[config.mk]
export PLATFORM = sky130hd
export DESIGN_NAME = grid_reader
export DESIGN_NICKNAME = d
export VERILOG_FILES = /design/src/rtl/sudoku_pkg.sv /design/src/rtl/key_debounce.sv /design/src/rtl/grid_reader.sv
export SDC_FILE = /design/constraint.sdc
export NUM_CORES = 1
export LEC_CHECK = 0
export ABC_AREA = 1
export BUFFER_PORTS_ARGS = -buffer_cell sky130_fd_sc_hd__buf_2
export CORE_ASPECT_RATIO = 0.5
export CORE_MARGIN = 3
export CORE_UTILIZATION = 45
export CTS_CLUSTER_DIAMETER = 80
export CTS_CLUSTER_SIZE = 30
export DETAILED_ROUTE_END_ITERATION = 8
export PLACE_DENSITY_LB_ADDON = 0.2
export RECOVER_POWER = 50
export SLEW_MARGIN = 10
export SYNTH_ARGS = -nofsm -noshare
export SYNTH_HDL_FRONTEND = slang
export SYNTH_SLANG_ARGS = --single-unit
[constraint.sdc]
create_clock -name clock -period 1.7 [get_ports clock]
set_input_delay 0.34 -clock clock [delete_from_list [all_inputs] [get_ports clock]]
set_output_delay 0.34 -clock clock [all_outputs]
set_load 0.02 [all_outputs]
[src/rtl/sudoku_pkg.sv]
// Shared types, seven-segment constants and digit decoder for the sudoku top level.
// Segments are active-low with bit0 = a ... bit6 = g.
package sudoku_pkg;

    localparam int unsigned GRID_LEN = 9;

    typedef logic [3:0] idx_t;
    typedef logic [3:0] val_t;
    typedef logic [6:0] seg7_t;

    localparam seg7_t SEG_BLANK = 7'h7F;
    localparam seg7_t SEG_DASH  = 7'h3F;
    localparam seg7_t SEG_E     = 7'h06;
    localparam seg7_t SEG_S     = 7'h12;
    localparam seg7_t SEG_F     = 7'h0E;

    typedef enum logic [2:0] {StIdle, StReq, StShow, StNext, StDone} reader_state_e;

    // Decimal digit to segments; anything above 9 renders as 'E'.
    function automatic seg7_t digit_to_seg(input logic [3:0] d);
        case (d)
            4'd0:    digit_to_seg = 7'h40;
            4'd1:    digit_to_seg = 7'h79;
            4'd2:    digit_to_seg = 7'h24;
            4'd3:    digit_to_seg = 7'h30;
            4'd4:    digit_to_seg = 7'h19;
            4'd5:    digit_to_seg = 7'h12;
            4'd6:    digit_to_seg = 7'h02;
            4'd7:    digit_to_seg = 7'h78;
            4'd8:    digit_to_seg = 7'h00;
            4'd9:    digit_to_seg = 7'h10;
            default: digit_to_seg = SEG_E;
        endcase
    endfunction

endpackage

[src/rtl/key_debounce.sv]
// Pushbutton debouncer: a level change is accepted once the synchronised input has
// differed from the current level for DEBOUNCE_CYCLES consecutive cycles.
module key_debounce #(
    parameter int unsigned DEBOUNCE_CYCLES = 1_000_000
) (
    input  logic clock,
    input  logic reset_n,
    input  logic raw,
    output logic level,
    output logic rise
);

    localparam int unsigned CntW = $clog2(DEBOUNCE_CYCLES + 1);

    logic            raw_q;
    logic            level_q;
    logic            rise_q;
    logic [CntW-1:0] cnt_q;
    logic            settled;

    assign settled = (cnt_q == CntW'(DEBOUNCE_CYCLES - 1));

    always_ff @(posedge clock) begin
        if (!reset_n) begin
            raw_q   <= 1'b0;
            level_q <= 1'b0;
            rise_q  <= 1'b0;
            cnt_q   <= '0;
        end else begin
            raw_q  <= raw;
            rise_q <= 1'b0;
            if (raw_q == level_q) begin
                cnt_q <= '0;
            end else if (settled) begin
                cnt_q   <= '0;
                level_q <= raw_q;
                rise_q  <= raw_q;
            end else begin
                cnt_q <= cnt_q + CntW'(1);
            end
        end
    end

    assign level = level_q;
    assign rise  = rise_q;

endmodule

[src/rtl/grid_reader.sv]
// Walks the solved grid in row-major order over a req/ack port and shows
// row, column and digit on three seven-segment displays.
module grid_reader
    import sudoku_pkg::*;
#(
    parameter int unsigned DEBOUNCE_CYCLES = 1_000_000,
    parameter int unsigned AUTO_CYCLES     = 25_000_000,
    parameter int unsigned ACK_TIMEOUT     = 64
) (
    input  logic       clock,
    input  logic       reset_n,
    input  logic       done_success,
    input  logic       step,
    input  logic       auto,
    output logic       rd_req,
    output logic [3:0] rd_row,
    output logic [3:0] rd_col,
    input  logic       rd_ack,
    input  logic [3:0] rd_value,
    output logic [6:0] hex_row,
    output logic [6:0] hex_col,
    output logic [6:0] hex_val,
    output logic       scan_done,
    output logic       error
);

    localparam int unsigned TmoW = $clog2(ACK_TIMEOUT + 1);
    localparam int unsigned DwW  = $clog2(AUTO_CYCLES + 1);
    localparam idx_t        LAST = idx_t'(GRID_LEN - 1);

    reader_state_e  state_q, state_d;
    idx_t           row_q, col_q;
    logic [TmoW-1:0] tmo_q;
    logic [DwW-1:0]  dwell_q;
    logic           auto_q;
    seg7_t          hex_row_q, hex_col_q, hex_val_q;
    logic           error_q;

    logic step_level, step_rise;
    logic auto_stable, dwell_hit, dwell_run, advance, timeout, last_cell;
    seg7_t value_seg;

    key_debounce #(
        .DEBOUNCE_CYCLES(DEBOUNCE_CYCLES)
    ) u_step_debounce (
        .clock  (clock),
        .reset_n(reset_n),
        .raw    (step),
        .level  (step_level),
        .rise   (step_rise)
    );

    // A mode switch in the same cycle voids both the dwell count and any press edge.
    assign auto_stable = (auto == auto_q);
    assign dwell_hit   = (dwell_q == DwW'(AUTO_CYCLES - 1));
    assign dwell_run   = ((state_q == StShow) || (state_q == StDone)) && auto && auto_stable
                         && !dwell_hit;
    assign advance     = auto_stable && (auto ? dwell_hit : (step_rise && step_level));
    assign timeout     = !rd_ack && (tmo_q == TmoW'(ACK_TIMEOUT - 1));
    assign last_cell   = (row_q == LAST) && (col_q == LAST);
    assign value_seg   = (rd_value == 4'd0) ? SEG_DASH : digit_to_seg(rd_value);

    always_ff @(posedge clock) begin
        if (!reset_n) begin
            state_q <= StIdle;
        end else begin
            state_q <= state_d;
        end
    end

    always_comb begin
        state_d = state_q;
        if (!done_success) begin
            state_d = StIdle;
        end else begin
            unique case (state_q)
                StIdle:  state_d = StReq;
                StReq:   if (rd_ack || timeout) state_d = StShow;
                StShow:  if (advance) state_d = StNext;
                StNext:  state_d = last_cell ? StDone : StReq;
                StDone:  if (advance) state_d = StReq;
                default: state_d = StIdle;
            endcase
        end
    end

    always_ff @(posedge clock) begin
        if (!reset_n) begin
            row_q     <= '0;
            col_q     <= '0;
            tmo_q     <= '0;
            dwell_q   <= '0;
            auto_q    <= 1'b0;
            hex_row_q <= SEG_BLANK;
            hex_col_q <= SEG_BLANK;
            hex_val_q <= SEG_BLANK;
            error_q   <= 1'b0;
        end else begin
            auto_q <= auto;
            if (!done_success) begin
                row_q     <= '0;
                col_q     <= '0;
                tmo_q     <= '0;
                dwell_q   <= '0;
                hex_row_q <= SEG_BLANK;
                hex_col_q <= SEG_BLANK;
                hex_val_q <= SEG_BLANK;
            end else begin
                tmo_q   <= (state_q == StReq) ? tmo_q + TmoW'(1) : '0;
                dwell_q <= dwell_run ? dwell_q + DwW'(1) : '0;
                if ((state_q == StReq) && (rd_ack || timeout)) begin
                    hex_row_q <= digit_to_seg(row_q);
                    hex_col_q <= digit_to_seg(col_q);
                    if (rd_ack) begin
                        hex_val_q <= value_seg;
                        if (rd_value > 4'd9) error_q <= 1'b1;
                    end else begin
                        hex_val_q <= SEG_E;
                        error_q   <= 1'b1;
                    end
                end
                // Wrapping past the last cell parks the address at (0,0) for the rescan.
                if (state_q == StNext) begin
                    if (last_cell) begin
                        row_q <= '0;
                        col_q <= '0;
                    end else if (col_q == LAST) begin
                        col_q <= '0;
                        row_q <= row_q + idx_t'(1);
                    end else begin
                        col_q <= col_q + idx_t'(1);
                    end
                end
            end
        end
    end

    always_comb begin
        rd_req    = (state_q == StReq);
        scan_done = (state_q == StDone);
        rd_row    = row_q;
        rd_col    = col_q;
        hex_row   = hex_row_q;
        hex_col   = hex_col_q;
        hex_val   = hex_val_q;
        error     = error_q;
    end

endmodule

=== Yosys cells after proc, flatten, opt, wreduce, memory -nomap -nowiden ===
Memories as Yosys holds them, arrays and structs flattened. A register that Yosys moved wholly into a read port is not among the register bits.
Index checks and enable logic that the tools add are counted.

* Add/subtract/negate cells: 5
* $lt $le $gt $ge: 1
* Equality and inequality tests: 15
* Mux-type cells: 14
* Bitwise logic cells: 3
* Reductions and logical operators: 26

{| class="wikitable"
|+ Operators with widths
! operator !! number
|-
| adder 25 x 1 -> 25 bit, second input constant || 1
|-
| == test 25 bit, second input constant || 1
|-
| adder 20 x 1 -> 20 bit, second input constant || 1
|-
| == test 20 bit, second input constant || 1
|-
| two-way mux 4 bit || 4
|-
| one-hot mux 3 bit (5 select lines) || 1
|-
| two-way mux 7 bit || 2
|-
| two-way mux 3 bit || 4
|-
| AND reduction 3 bit || 4
|-
| adder 4 x 1 -> 4 bit, second input constant || 2
|-
| == test 4 bit, second input constant || 2
|-
| logical AND 1 bit || 8
|-
| adder 7 x 1 -> 7 bit, second input constant || 1
|-
| == test 7 x 6 -> 1 bit, second input constant || 1
|-
| == test 3 x 2 -> 1 bit, second input constant || 2
|-
| != test 2 x 1 -> 1 bit, second input constant || 3
|-
| AND reduction 2 bit || 3
|-
| OR reduction 3 bit || 2
|-
| > comparator 4 bit, second input constant || 1
|-
| logical NOT 1 bit || 4
|-
| logical NOT 4 bit || 1
|-
| == test 3 x 1 -> 1 bit, second input constant || 1
|-
| == test 3 bit, second input constant || 1
|-
| logical NOT 3 bit || 1
|-
| other kinds (6) || 12
|}

* Register bits after elaboration: 75
* Memory bits (read-only): 336
* Output and inout port bits: 32
* Logic and storage cells: 79
* Memories: 3

{| class="wikitable"
|+ Memories
! name !! depth !! width !! read ports !! clocked after memory_dff !! wr ports !! line !! source
|-
| (no name shown) || 16 || 7 || 1 || 1 || 0 || sudoku_pkg.sv:21 || <nowiki>case (d)</nowiki>
|-
| (no name shown) || 16 || 7 || 1 || 1 || 0 || sudoku_pkg.sv:21 ||
|-
| (no name shown) || 16 || 7 || 1 || 0 || 0 || sudoku_pkg.sv:21 ||
|}

=== Depth between registers and ports, before layout ===
Gate-level depths: netlist of the first run.

* Depth in word-level cells: 6
* Gate-level depth with buffers: 11
* Depth with buffers taken out: 11

=== By module ===
From an unflattened synthesis of the first run, not the netlist that was laid out.

* Cells, all modules: 658
* Area total of the unflattened synthesis: 4615.7 sq um

{| class="wikitable"
|+ Modules (own cells, without submodules)
! module !! times used !! cells an instance !! area each (sq um) !! sequential area each (sq um)
|-
| grid_reader || 1 || 489 || 3419.5 || 1321.3
|-
| key_debounce || 1 || 169 || 1196.1 || 460.4
|}

=== Worst setup path after synthesis of the first run ===
Ideal clock, no wire load.

* Path kind: flip-flop to flip-flop
* From: reg tmo_q[0]
* To: reg hex_row_q[6] (netlist: hex_row[6])
* Library setup time: 117 ps
* Arrival time: 1371 ps
* Data required time: 1583 ps
* Slack: 212 ps
* Stages on the path, launching flop included: 10
* Path buffers: 1
* Path through: dfxtp_1 ha_1 nand3_1 nor2_1 nand3b_1 nand2_1 nand2_2 buf_4 a21oi_1 nand2_1

* Word-level cells in the longest chain between the ends: 4

{| class="wikitable"
|+ Ends and longest elaborated chain
! item !! line !! source
|-
| from (decl) || grid_reader.sv:33 || <nowiki>logic [TmoW-1:0] tmo_q;</nowiki>
|-
| from (signal assigned) || grid_reader.sv:109 || <nowiki>tmo_q <= (state_q == StReq) ? tmo_q + TmoW'(1) : '0;</nowiki>
|-
| == test 7 x 6 -> 1 bit || grid_reader.sv:59 || <nowiki>assign timeout = !rd_ack && (tmo_q == TmoW'(ACK_TIMEOUT - 1));</nowiki>
|-
| logical AND 1 bit || grid_reader.sv:59 ||
|-
| logical OR 1 bit || grid_reader.sv:111 || <nowiki>if ((state_q == StReq) && (rd_ack || timeout)) begin</nowiki>
|-
| logical AND 1 bit || grid_reader.sv:111 ||
|-
| to (decl) || grid_reader.sv:36 || <nowiki>seg7_t hex_row_q, hex_col_q, hex_val_q;</nowiki>
|}

No other way between the ends.
A chain may end at the register's enable or synchronous reset.

=== Worst setup path in the final report of the first run ===
* From: reg state_q[0]
* To: out rd_req

* Word-level cells in the longest chain between the ends: 1

{| class="wikitable"
|+ Ends and longest elaborated chain
! item !! line !! source
|-
| from (decl) || grid_reader.sv:31 || <nowiki>reader_state_e state_q, state_d;</nowiki>
|-
| from (signal assigned) || grid_reader.sv:65 || <nowiki>state_q <= StIdle;</nowiki>
|-
| from (signal assigned) || grid_reader.sv:67 || <nowiki>state_q <= state_d;</nowiki>
|-
| == test 3 x 1 -> 1 bit || grid_reader.sv:139 || <nowiki>rd_req = (state_q == StReq);</nowiki>
|-
| to (decl) || grid_reader.sv:15 || <nowiki>output logic rd_req,</nowiki>
|}

No other way between the ends.

==> run summary, run 1 <==
In this run the worst hold path is classified as in2reg. The static leakage power is ~2.1 nW. The horizontal extent of the die is between 100 and 150 um.

The placeable core region is 0.00957 mm2. The number of antenna diodes came out at 0. The cell count after synthesis came out at 633. The post-placement cell count is approximately 820. The number of global-route vias before repair is 3869. The pin slew with the least headroom to its limit came out at about 0.43 ns. The source-to-sink clock delay at the later pin of the worst-skew pair is 0.34 ns. The first-pass iteration count of the detailed router came out at 5. Row generation in the floorplan step produced 25 rows. In the final routing, the length of wire on met1 measures 5010 um. The worst slack after detailed placement came out at -0.00820 ns. After routing the design area is roughly 0.0054 mm2. For the worst setup path, the data required time is around 1.4 ns. The share of the clock period used by the worst path after layout is a little over nine tenths. The number of antenna violations at the first check in global routing came to 0. In this run the top signal layer used is met4. The final hold violation count is 0. The worst setup path is of the reg2out kind. The global-route wire length before repair came out at 17200 um.

The number of pins exceeding their max-slew limit in the final report is 0. The clock transition time at the flip-flop clock pins of the worst setup and hold paths came out at roughly 0.06 ns. The synthesized area per cell is 7.07 um2.

The number of nets in the synthesized netlist came out at roughly 660. The flow ran to the end, and the final reports show no timing, DRC or antenna violations. The instance area after placement is approximately 0.0050 mm2. The post-route minimum period is around 1.7 ns. The setup slack after layout is 0.0478 ns. The maximum number of pins on one net before global-route repair is 21. The end-of-flow core utilization is 56.1%.

The post-layout net count is 725. The cts-stage hold buffer count is 0. TritonCTS built the clock tree. The final cell count without fillers came out at 839.

The total clock buffers created by CTS is 9. Wire segments on met3 add up to roughly 380 um in the final route. The sum of overflow across all layers after global routing is 0.

The clock tree synthesis step divided the H-tree into 3 levels. The maximum operating frequency is approximately 0.61 GHz. The count of synthesis-stage warnings from yosys is 0. Sequential elements use a little under 40% of the synthesized area. The total of flip-flops plus latches after synthesis came out at around 90. The filler cell count came out at 975.

The TritonCTS sink count came out at just under 90. The root buffer selected by CTS is sky130_fd_sc_hd__clkbuf_16. Detailed routing placed a total of 4190 um of wire on met2. Setup repair after global routing could not meet its margin everywhere. The routability congestion estimate from global placement came out at between 0.8 and 0.9. The routed design has around 9700 um of wire. The die area came out at 0.0113 mm2.

Data arrives at the worst endpoint at between 1 and 1.5 ns. The final number of setup-violating endpoints is 0. STA classifies the critical path startpoint as a flop. For this run, design rule violations remaining after detail routing come to 0. Leaving out fill and tap cells, the most frequent cell in the layout is sky130_fd_sc_hd__nand2_1. The total power of the final layout came out at about 4.6 mW.

Headroom to the max-slew limit came out at between 70 and 80%. No sink is reached through more buffers than the 2 on the longest clock path. The maximum resistive drop on vdd came out at between 0.0005 and 0.0006 V. The port buffer count is 41. The number of top-level pins is 42. The netlist uses 37 different library cells. The maximum fanout encountered on the critical timing path came out at 4.

Dividing total power by cell area gives a power density of roughly 860 mW/mm2. The initial core utilization is 46.8%. Leaving out fill and tap cells, the most frequent cells in the layout are sky130_fd_sc_hd__nand2_1 (142), sky130_fd_sc_hd__inv_1 (86), sky130_fd_sc_hd__dfxtp_1 (86), sky130_fd_sc_hd__nor2_1 (75), sky130_fd_sc_hd__a21oi_1 (42). STA classifies the critical path endpoint as a primary output.

The detailed-route wire length per cell came out at around 12 um. Between clock sinks in the finished design, the worst skew comes to 0.00684 ns. In this run the remaining antenna-violating nets after routing total 0. The reported max-cap violation count is 0. The share of final-layout standard cells stronger than drive strength 1 came out at 13.6%. The routed via count is roughly 4000.

Dividing the detail-routed via count by the number of cells gives between 4 and 5. The netlist area before placement came out at around 0.0045 mm2. The combined global-route utilization of all metal layers came out at a little under a fifth. The number of setup buffers added after CTS is 0. The smallest hold slack came out at roughly 0.18 ns. The final-layout setup total negative slack is 0 ns. From bottom edge to top edge, the die measures around 77 um. The violation count after the first detailed-routing iteration is roughly 220. The placed wire-length estimate is 7150 um. The area growth from synthesis to layout is 20.0%.
==> power by group <==
part	switching [mW]	internal [mW]	total, mW
Sequential	0.0211	2.11	2.13
Combinational	0.172	0.0870	0.259
Clock	0.825	1.41	2.23
==> cell families after synthesis <==
group,share of synthesized area (%)
xor+xnor,3.13
buf+inv,8.89
flops,39.8
compound gates,10.7
fa+ha+maj,4.47
simple gates,33.0
==> flip-flops by register name, indices dropped and copies added (netlist names) <==
signal                 cells
u_step_debounce.cnt_q     20
hex_row                    7
auto_q                     1
error                      1
u_step_debounce.level      1
u_step_debounce.raw_q      1
u_step_debounce.rise       1
hex_val                    7
state_q                    3
hex_col                    7
rd_col                     4
dwell_q                   25
tmo_q                      7
rd_row                     4
==> routing by layer <==
metal  GRT usage [%]  vias to the layer above
met5               0                        -
met4            5.20                        0
met3            4.40                        9
met2            29.5                       56
met1            24.5                     1761
li1                -                     2156
==> path summary, 6_finish.rpt <==
path,slack (ns),cells after the start,from,end
worst max-delay path,0.05,3,state_q[0],rd_req
worst min-delay path,0.18,3,step,u_step_debounce.raw_q
worst max register to register,0.13,10,tmo_q[0],hex_col[0]
worst min register to register,0.42,1,tmo_q[0],tmo_q[0]
==> what timing repair did <==
action,in CTS,in global routing
pin swaps,1,3
setup endpoints to repair,1,63
cloned,0,0
resized for setup,2,18
==> final cells by class <==
class	count	area (um2)	area share, %
Inverter	91	344	6.40
Timing Repair Buffer	62	363	6.75
Sequential cell	89	1790	33.2
Tap cell	135	169	3.14
Clock inverter	4	73.8	1.37
Multi-Input combinational cell	446	2370	44.1
Clock buffer	12	267	4.96
==> worst max-delay path, cell delays in order (launching register included) <==
cell                      delay [ns]
sky130_fd_sc_hd__dfxtp_1        0.41
sky130_fd_sc_hd__inv_1          0.09
sky130_fd_sc_hd__nor3_4         0.24
sky130_fd_sc_hd__buf_2          0.23
==> cells in the mapped netlist (all sizes together) <==
| library cell | instances | area share, % |
|---|---|---|
| a211oi | 1 | 0.17 |
| a21oi | 42 | 4.7 |
| a31oi | 2 | 0.28 |
| buf | 6 | 1.1 |
| clkbuf | 1 | 0.084 |
| dfxtp | 89 | 40 |
| ha | 16 | 4.5 |
| inv | 91 | 7.7 |
| nand2 | 147 | 13 |
| nand3 | 41 | 4.9 |
| nand3b | 5 | 0.84 |
| nand4 | 5 | 0.70 |
| nor2 | 87 | 7.9 |
| nor3 | 28 | 4.0 |
| nor3b | 4 | 0.78 |
| nor4 | 2 | 0.28 |
| o211a | 2 | 0.45 |
| o211ai | 5 | 0.84 |
| o21a | 4 | 0.67 |
| o21ai | 30 | 3.4 |
| o22ai | 2 | 0.28 |
| or2 | 7 | 0.98 |
| xnor2 | 4 | 0.78 |
| xor2 | 12 | 2.3 |
Note: power is estimated with default switching activity, not from simulation.
==> run 2, diff against run 1 <==
--- a/config.mk
+++ b/config.mk
@@ -9,7 +9,7 @@
 export BUFFER_PORTS_ARGS = -buffer_cell sky130_fd_sc_hd__buf_2
 export CORE_ASPECT_RATIO = 0.5
 export CORE_MARGIN = 3
-export CORE_UTILIZATION = 45
+export CORE_UTILIZATION = 50
 export CTS_CLUSTER_DIAMETER = 80
 export CTS_CLUSTER_SIZE = 30
 export DETAILED_ROUTE_END_ITERATION = 8
==> run 2 against run 1 <==
Power is 5.7% lower. Largest cell class unchanged. Wire length fell by 1.2%. Global-route usage is 1.1 points higher. Highest routed layer unchanged. Design area fell by 1.5%. Critical path depth increased by 6. First-iteration DRC count increased by 31%. Final cell count down 2.6%. Core utilization is 7.3 points higher. Critical endpoint is now hex_col[2]. Clock power decreased by 12%. Non-clock buffer count is 2 higher. Maximum frequency rose by 0.37%. Critical path type is now reg2reg.
==> run summary, run 2 (synthesis results as in run 1) <==
The number of top-level pins is 42 (unchanged). After detailed routing, no signal wire sits above met4. The worst slack after detailed placement came out at 0.0473 ns (+0.0555 ns).

The maximum number of pins on one net before global-route repair came out at 21 (unchanged). The reported max-cap violation count came out at 0 (unchanged). The first-pass iteration count of the detailed router is 5 (unchanged). The pin slew with the least headroom to its limit is 0.333 ns (-0.0944 ns). The number of flip-flops under the largest register name came out at 25 (unchanged).

The setup path with the least slack is of type reg2reg. The share of final-layout standard cells stronger than drive strength 1 came out at 13.5% (-0.16 points). The static leakage power was 2.09 nW (-0.13%). The arrival time of data at the critical path endpoint is 1.86 ns (+0.55 ns). The largest stage delay on the critical path came to 0.35 ns (-0.06 ns). The portion of total power attributed to sequential cells came to 48.9% (+2.8 points). The maximum operating frequency was 0.607 GHz (+0.37%). The DRC violations left is 0 (unchanged). The largest register by flop count is dwell_q. The run finished with clean final reports. The initial core utilization came out at 53.6% (+6.9 points).

The smallest hold slack is 0.201 ns (+0.0206 ns). The critical path required time is 1.91 ns (+0.55 ns). The worst clock skew came out at 0.00714 ns (+0.000306 ns). The routability congestion estimate from global placement came out at 0.840 (-3.0%). The length of routed wiring on met1 is 4780 um (-4.7%). The source-to-sink clock delay at the later pin of the worst-skew pair is 0.33 ns (about the same). The startpoint of the worst hold path is step. The number of global-route vias before repair is 3707 (-4.2%).

The hold-critical path depth was 3 (unchanged). The final hold violation count came out at 0 (unchanged). The ratio of routed vias to standard cells came to 5.00 (+5.3%).

The final number of setup-violating endpoints came to 0 (unchanged). The maximum fanout encountered on the critical timing path is 12 (+8). The proportion of power drawn by combinational gates is 6.0% (+0.4 points). The share of the clock period used by the worst path after layout is 96.8% (-0.36 points). The buffer levels on the longest clock path was 2 (unchanged). The global-route wire length before repair was 16400 um (-5.0%). The total clock buffers created by CTS came out at 9 (unchanged). The wire length on met3 is 357 um (-6.3%). The die area came out at 0.0102 mm2 (-9.4%). The power per unit of standard cell area is 824 mW/mm2 (-4.3%).

The horizontal extent of the die came out at 140 um (-4.9%). The cts-stage hold buffer count is 0 (unchanged). The number of cells traversed by the worst register-to-register path came out at 9 (-1).

The final routed wirelength across all metal layers came out at 9550 um (-1.2%). Setup repair after global routing could not meet its margin everywhere. The violation count after the first detailed-routing iteration was 285 (+31%).

The setup slack after layout came out at 0.0539 ns (+0.00605 ns). The slack of the worst reg-to-reg path is 0.05 ns (-0.08 ns). The headroom to the max-slew limit came out at 77.6% (+6.3 points). In this run the critical register-to-register path is launched from tmo_q[0]. The sum of overflow across all layers after global routing was 0 (unchanged). The placeable core region came out at 0.00835 mm2 (-13%).

The power share of the clock group came to 45.1% (-3.2 points). The detailed-route wire length per cell came out at 11.7 um (+1.5%). The maximum resistive drop on vdd was 0.000499 V (-5.8%). The worst register-to-register path ends at hex_col[2]. The post-route minimum period is 1.65 ns (-0.00605 ns). The library cell used most frequently in the layout, excluding fill and tap cells, is sky130_fd_sc_hd__nand2_1. The row count is 23 (-8.0%). The height of the chip came out at 72.9 um (-4.7%). The post-layout net count was 727 (+0.28%).

The final-layout setup total negative slack is 0 ns (unchanged). The design internal power is 3.40 mW (-5.7%). CTS placed an instance of sky130_fd_sc_hd__clkbuf_16 at the clock tree root. The TritonCTS sink count came out at 89 (unchanged). On the critical path, the stage with the largest delay is an instance of sky130_fd_sc_hd__dfxtp_1. From synthesis to final layout, the design area changed by 18.2%. The number of antenna diodes came out at 0 (unchanged). The combined global-route utilization of all metal layers came out at 19.4% (+1.1 points).

The worst setup path is captured at a flop. Leaving out fill and tap cells, the most frequent cells in the layout are sky130_fd_sc_hd__nand2_1 (140), sky130_fd_sc_hd__inv_1 (86), sky130_fd_sc_hd__dfxtp_1 (85), sky130_fd_sc_hd__nor2_1 (76), sky130_fd_sc_hd__a21oi_1 (42). The clock tree from TritonCTS is done.

The port buffer count is 41 (unchanged). The placed wire-length estimate is 7060 um (-1.2%). Walking the worst path, the cells encountered are ha_1 > nand3_1 > nor2_2 > nand3b_1 > nand2_2 > nand2_4 > buf_6 > a21oi_1 > o21ai_0. The number of antenna violations at the first check in global routing is 0 (unchanged).

The path with the worst hold slack has its endpoint at u_step_debounce.raw_q. The met2 layer wire length in the routed design came out at 4300 um (+2.5%). In the final layout, the registers with the most flip-flops are dwell_q x25, u_step_debounce.cnt_q x20. The worst min-delay path category is in2reg. STA classifies the critical path startpoint as a flop.

The routed via count is 4084 (+2.6%). The final antenna-violating net count was 0 (unchanged). The clock transition time at the flip-flop clock pins of the worst setup and hold paths came out at 0.06 ns (about the same). The switching power came out at 0.959 mW (-5.9%). The switching portion of total power is 22.0% (-0.036 points).

The number of pins exceeding their max-slew limit in the final report came out at 0 (unchanged). The H-tree depth reported by CTS came out at 3 (unchanged).
[run 2: cell count changes in the layout (fill, tap and decap cells not counted), moves of 2 or more]
cell                       delta
sky130_fd_sc_hd__buf_4        +3
sky130_fd_sc_hd__buf_12       -2
sky130_fd_sc_hd__buf_2        -2
sky130_fd_sc_hd__buf_6        +2
sky130_fd_sc_hd__clkbuf_1     +2
sky130_fd_sc_hd__nand2_1      -2
sky130_fd_sc_hd__nand2_2      +2
[run 2: worst max-delay path by stage]
stage,startpoint,endpoint
finish,tmo_q[0],hex_col[2]
global route,tmo_q[0],hex_col[2]
CTS,tmo_q[0],hex_col[2]
detailed placement,dwell_q[0],dwell_q[18]
global placement,dwell_q[0],dwell_q[18]
floorplan,tmo_q[0],hex_row[6]
[run 2: final cells by class]
type | instances | area (um2)
clock inverters | 3 | 40.0
repair buffers | 64 | 362
well taps | 112 | 140
clock buffers | 12 | 256
fillers | 770 | 3050
multi-input cells | 446 | 2360
inverters | 91 | 347
flip-flops and latches | 89 | 1790
[run 2: critical path, delay by kind of cell, from the launching register on]
kind,cells,cell delay (ns)
fa+ha+maj,1,0.20
simple gates,5,0.59
compound gates,2,0.21
buf+inv,1,0.17
flops,1,0.35
[run 2: what timing repair did]
item	4_1_cts	5_1_grt
endpoints found under the setup margin	0	58
buffers inserted	0	2
hold endpoints to repair	0	0
gates resized for setup	0	22
[run 2: through the flow]
stage	total power, mW	util, %	instances	instance area, um2
final	4.36	63.4	817	5290
after floorplan	2.35	-	633	4480
after CTS	4.41	62.7	815	5240
after global routing	4.54	63.4	817	5290
after global placement	2.43	59.2	800	4940
after detailed placement	2.44	59.2	800	4940
[run 2: power by group through the flow]
stage / Clock, mW / Sequential, mW / Combinational (mW)
2_1_floorplan: 0 / 2.20 / 0.155
3_3_place_gp: 0 / 2.18 / 0.254
3_5_place_dp: 0 / 2.18 / 0.256
4_1_cts: 2.02 / 2.13 / 0.259
5_1_grt: 2.11 / 2.14 / 0.291
6_report: 1.97 / 2.13 / 0.261
[run 2: metal layers]
layer  vias to the layer above  GRT usage (%)
met4                         0           5.26
met2                        76           32.2
met1                      1825           25.1
met3                        14           5.56
met5                         -              0
li1                       2169              -
==> run 3, diff against run 2 <==
--- a/config.mk
+++ b/config.mk
@@ -7,9 +7,9 @@
 export LEC_CHECK = 0
 export ABC_AREA = 1
 export BUFFER_PORTS_ARGS = -buffer_cell sky130_fd_sc_hd__buf_2
-export CORE_ASPECT_RATIO = 0.5
+export CORE_ASPECT_RATIO = 2
 export CORE_MARGIN = 3
-export CORE_UTILIZATION = 50
+export CORE_UTILIZATION = 35
 export CTS_CLUSTER_DIAMETER = 80
 export CTS_CLUSTER_SIZE = 30
 export DETAILED_ROUTE_END_ITERATION = 8
==> run 3 against run 2 <==
Combinational power is 2% higher. Register-to-register slack better by 0.08 ns. Wire length is 11% higher. Clock skew is 0.0018 ns lower. Sequential share of layout area is 0.071 points lower. Hold slack worse by 0.0067 ns. Largest cell class unchanged.
==> run summary, run 3 (synthesis results as in run 1) <==
The number of antenna diodes was 0 (unchanged). The TritonCTS sink count is 89 (unchanged). The worst setup path is of the reg2out kind. The maximum operating frequency is 0.632 GHz (+4.0%). The pin slew with the least headroom to its limit came to 0.420 ns (+0.0868 ns). The flow ran to the end, and the final reports show no timing, DRC or antenna violations. The height of the chip was 166 um (+130%).

Leaving out fill and tap cells, the most frequent cells in the layout are sky130_fd_sc_hd__nand2_1 (143), sky130_fd_sc_hd__dfxtp_1 (87), sky130_fd_sc_hd__inv_1 (86), sky130_fd_sc_hd__nor2_1 (77), sky130_fd_sc_hd__a21oi_1 (41). The maximum fanout encountered on the critical timing path came out at 4 (-8). The number of global-route vias before repair is 4012 (+8.2%). The share of the clock period used by the worst path after layout came out at 93.1% (-3.7 points). The arrival time of data at the critical path endpoint came out at 1.24 ns (-0.62 ns). The power per unit of standard cell area was 795 mW/mm2 (-3.5%). The detailed-route wire length per cell was 12.5 um (+6.9%). Setup repair after global routing could not meet its margin everywhere. The final cell count without fillers was 847 (+3.7%).

The placeable core region came out at 0.0123 mm2 (+48%). The power share of the clock group came out at 43.0% (-2.1 points). The combined global-route utilization of all metal layers is 15.5% (-3.9 points). The smallest hold slack is 0.194 ns (-0.00674 ns). The worst setup path is launched from a flop. The placed wire-length estimate came out at 8470 um (+20%). The area added between synthesis and finish is 18.3% (about the same). The worst clock skew is 0.00533 ns (-0.00181 ns). The switching power is 1.02 mW (+6.9%). The register with the most flip-flops in the final layout is dwell_q.

The DRC violations left was 0 (unchanged). The critical path required time is 1.36 ns (-0.55 ns). The root buffer selected by CTS is sky130_fd_sc_hd__clkbuf_16. The largest stage delay on the critical path is 0.41 ns (+0.06 ns). The global-route wire length before repair is 17900 um (+9.4%). The clock tree from TritonCTS is done. The final antenna-violating net count came to 0 (unchanged). The total clock buffers created by CTS was 9 (unchanged).

The post-placement cell count came out at 830 (+3.8%). The reported max-cap violation count is 0 (unchanged). The die area came out at 0.0143 mm2 (+40%). The share of final-layout standard cells stronger than drive strength 1 is 12.4% (-1.0 points). The number of antenna violations at the first check in global routing came out at 0 (unchanged). The library cell used most frequently in the layout, excluding fill and tap cells, is sky130_fd_sc_hd__nand2_1. The sum of overflow across all layers after global routing came out at 0 (unchanged). The first-pass iteration count of the detailed router is 4 (-1).

The final routed wirelength across all metal layers is 10600 um (+11%). The number of top-level pins came out at 42 (unchanged). The post-route minimum period is 1.58 ns (-0.0627 ns). The routability congestion estimate from global placement is 0.829 (-1.3%). The static leakage power came out at 2.04 nW (-2.5%). The number of pins exceeding their max-slew limit in the final report came to 0 (unchanged). The cell type of the slowest stage on the worst timing path is sky130_fd_sc_hd__dfxtp_1. The ratio of routed vias to standard cells is 4.82 (-3.5%).

The routed via count came out at 4085 (+0.024%). The buffer levels on the longest clock path came out at 2 (unchanged). The worst setup path is captured at a primary output. The final hold violation count came out at 0 (unchanged). Traced cell by cell, the critical path runs through inv_1 > nor3_4 > buf_2. The H-tree depth reported by CTS came out at 3 (unchanged). The post-layout net count came out at 722 (-0.69%). The port buffer count is 41 (unchanged).

The cts-stage hold buffer count came out at 0 (unchanged). The horizontal extent of the die came out at 86.0 um (-39%). The portion of total power attributed to sequential cells was 50.7% (+1.8 points). The headroom to the max-slew limit is 71.8% (-5.8 points). The number of flip-flops under the largest register name came out at 25 (unchanged).

The proportion of power drawn by combinational gates came out at 6.3% (+0.3 points). The violation count after the first detailed-routing iteration is 141 (-51%). The maximum resistive drop on vdd came out at 0.000544 V (+9.2%). The initial core utilization came to 36.3% (-17 points). The final-layout setup total negative slack is 0 ns (unchanged). The row count is 57 (+150%). The worst min-delay path category is in2reg. The design internal power is 3.19 mW (-6.3%). The final number of setup-violating endpoints came out at 0 (unchanged). The maximum number of pins on one net before global-route repair came to 21 (unchanged).

In the final layout, the registers with the most flip-flops are dwell_q x25, u_step_debounce.cnt_q x20. The clock transition time at the flip-flop clock pins of the worst setup and hold paths came to 0.06 ns (about the same). The switching portion of total power came to 24.3% (+2.3 points).

The source-to-sink clock delay at the later pin of the worst-skew pair came to 0.34 ns (about the same).
## run 3: changes by cell type in the layout (fill, tap and decap cells not counted), sizes merged
cell and delta:
buf -7, clkinvlp +3, bufinv -1, clkbuf -1, inv +1
## run 3: layer usage
layer / global-route usage (%) / routed length (um)
met1: 15.2 / 3900
met2: 29.8 / 6090
met3: 3.13 / 297
met4: 6.62 / 295
met5: 0 / 0
## run 3: final timing paths
check	cells past startpoint	slack, ns	to	startpoint
hold reg to reg	1	0.42	tmo_q[0]	tmo_q[0]
setup reg to reg	7	0.13	dwell_q[23]	dwell_q[2]
hold / removal	3	0.19	u_step_debounce.raw_q	step
setup / recovery	3	0.12	rd_req	state_q[0]
## run 3: final cells by class
class	count	area [um2]
flip-flops and latches	89	1780
repair buffers	59	339
fillers	1360	7040
well taps	147	184
clock buffers	9	225
multi-input cells	446	2370
clock inverters	6	45.0
inverters	91	344
## run 3: power groups by stage
stage               logic (mW)  registers, mW  clock network (mW)
detailed placement       0.268           2.18                   0
floorplan                0.155           2.20                   0
finish                   0.266           2.13                1.81
CTS                      0.269           2.13                1.87
global route             0.299           2.14                1.95
global placement         0.266           2.18                   0
## run 3: worst max-delay path: cells and delay by family (launching register included)
family                 cells  cell delay (ns)
AND/OR/NAND/NOR            1             0.21
buffers and inverters      2             0.29
flip-flops                 1             0.41
## run 3: what timing repair did
item                       CTS  global route
buffers inserted             0             2
setup endpoints to repair    0            55
resized for setup            0            20
## run 3: through the flow
stage	power (mW)	cell area (um2)	utilization [%]	setup WS, ns
after global routing	4.38	5300	42.9	-0.0503
after floorplan	2.35	4480	-	0.212
after CTS	4.27	5240	42.5	0.0153
after global placement	2.45	4970	40.3	0.0739
after detailed placement	2.45	4970	40.3	0.0422
final	4.21	5300	42.9	0.117
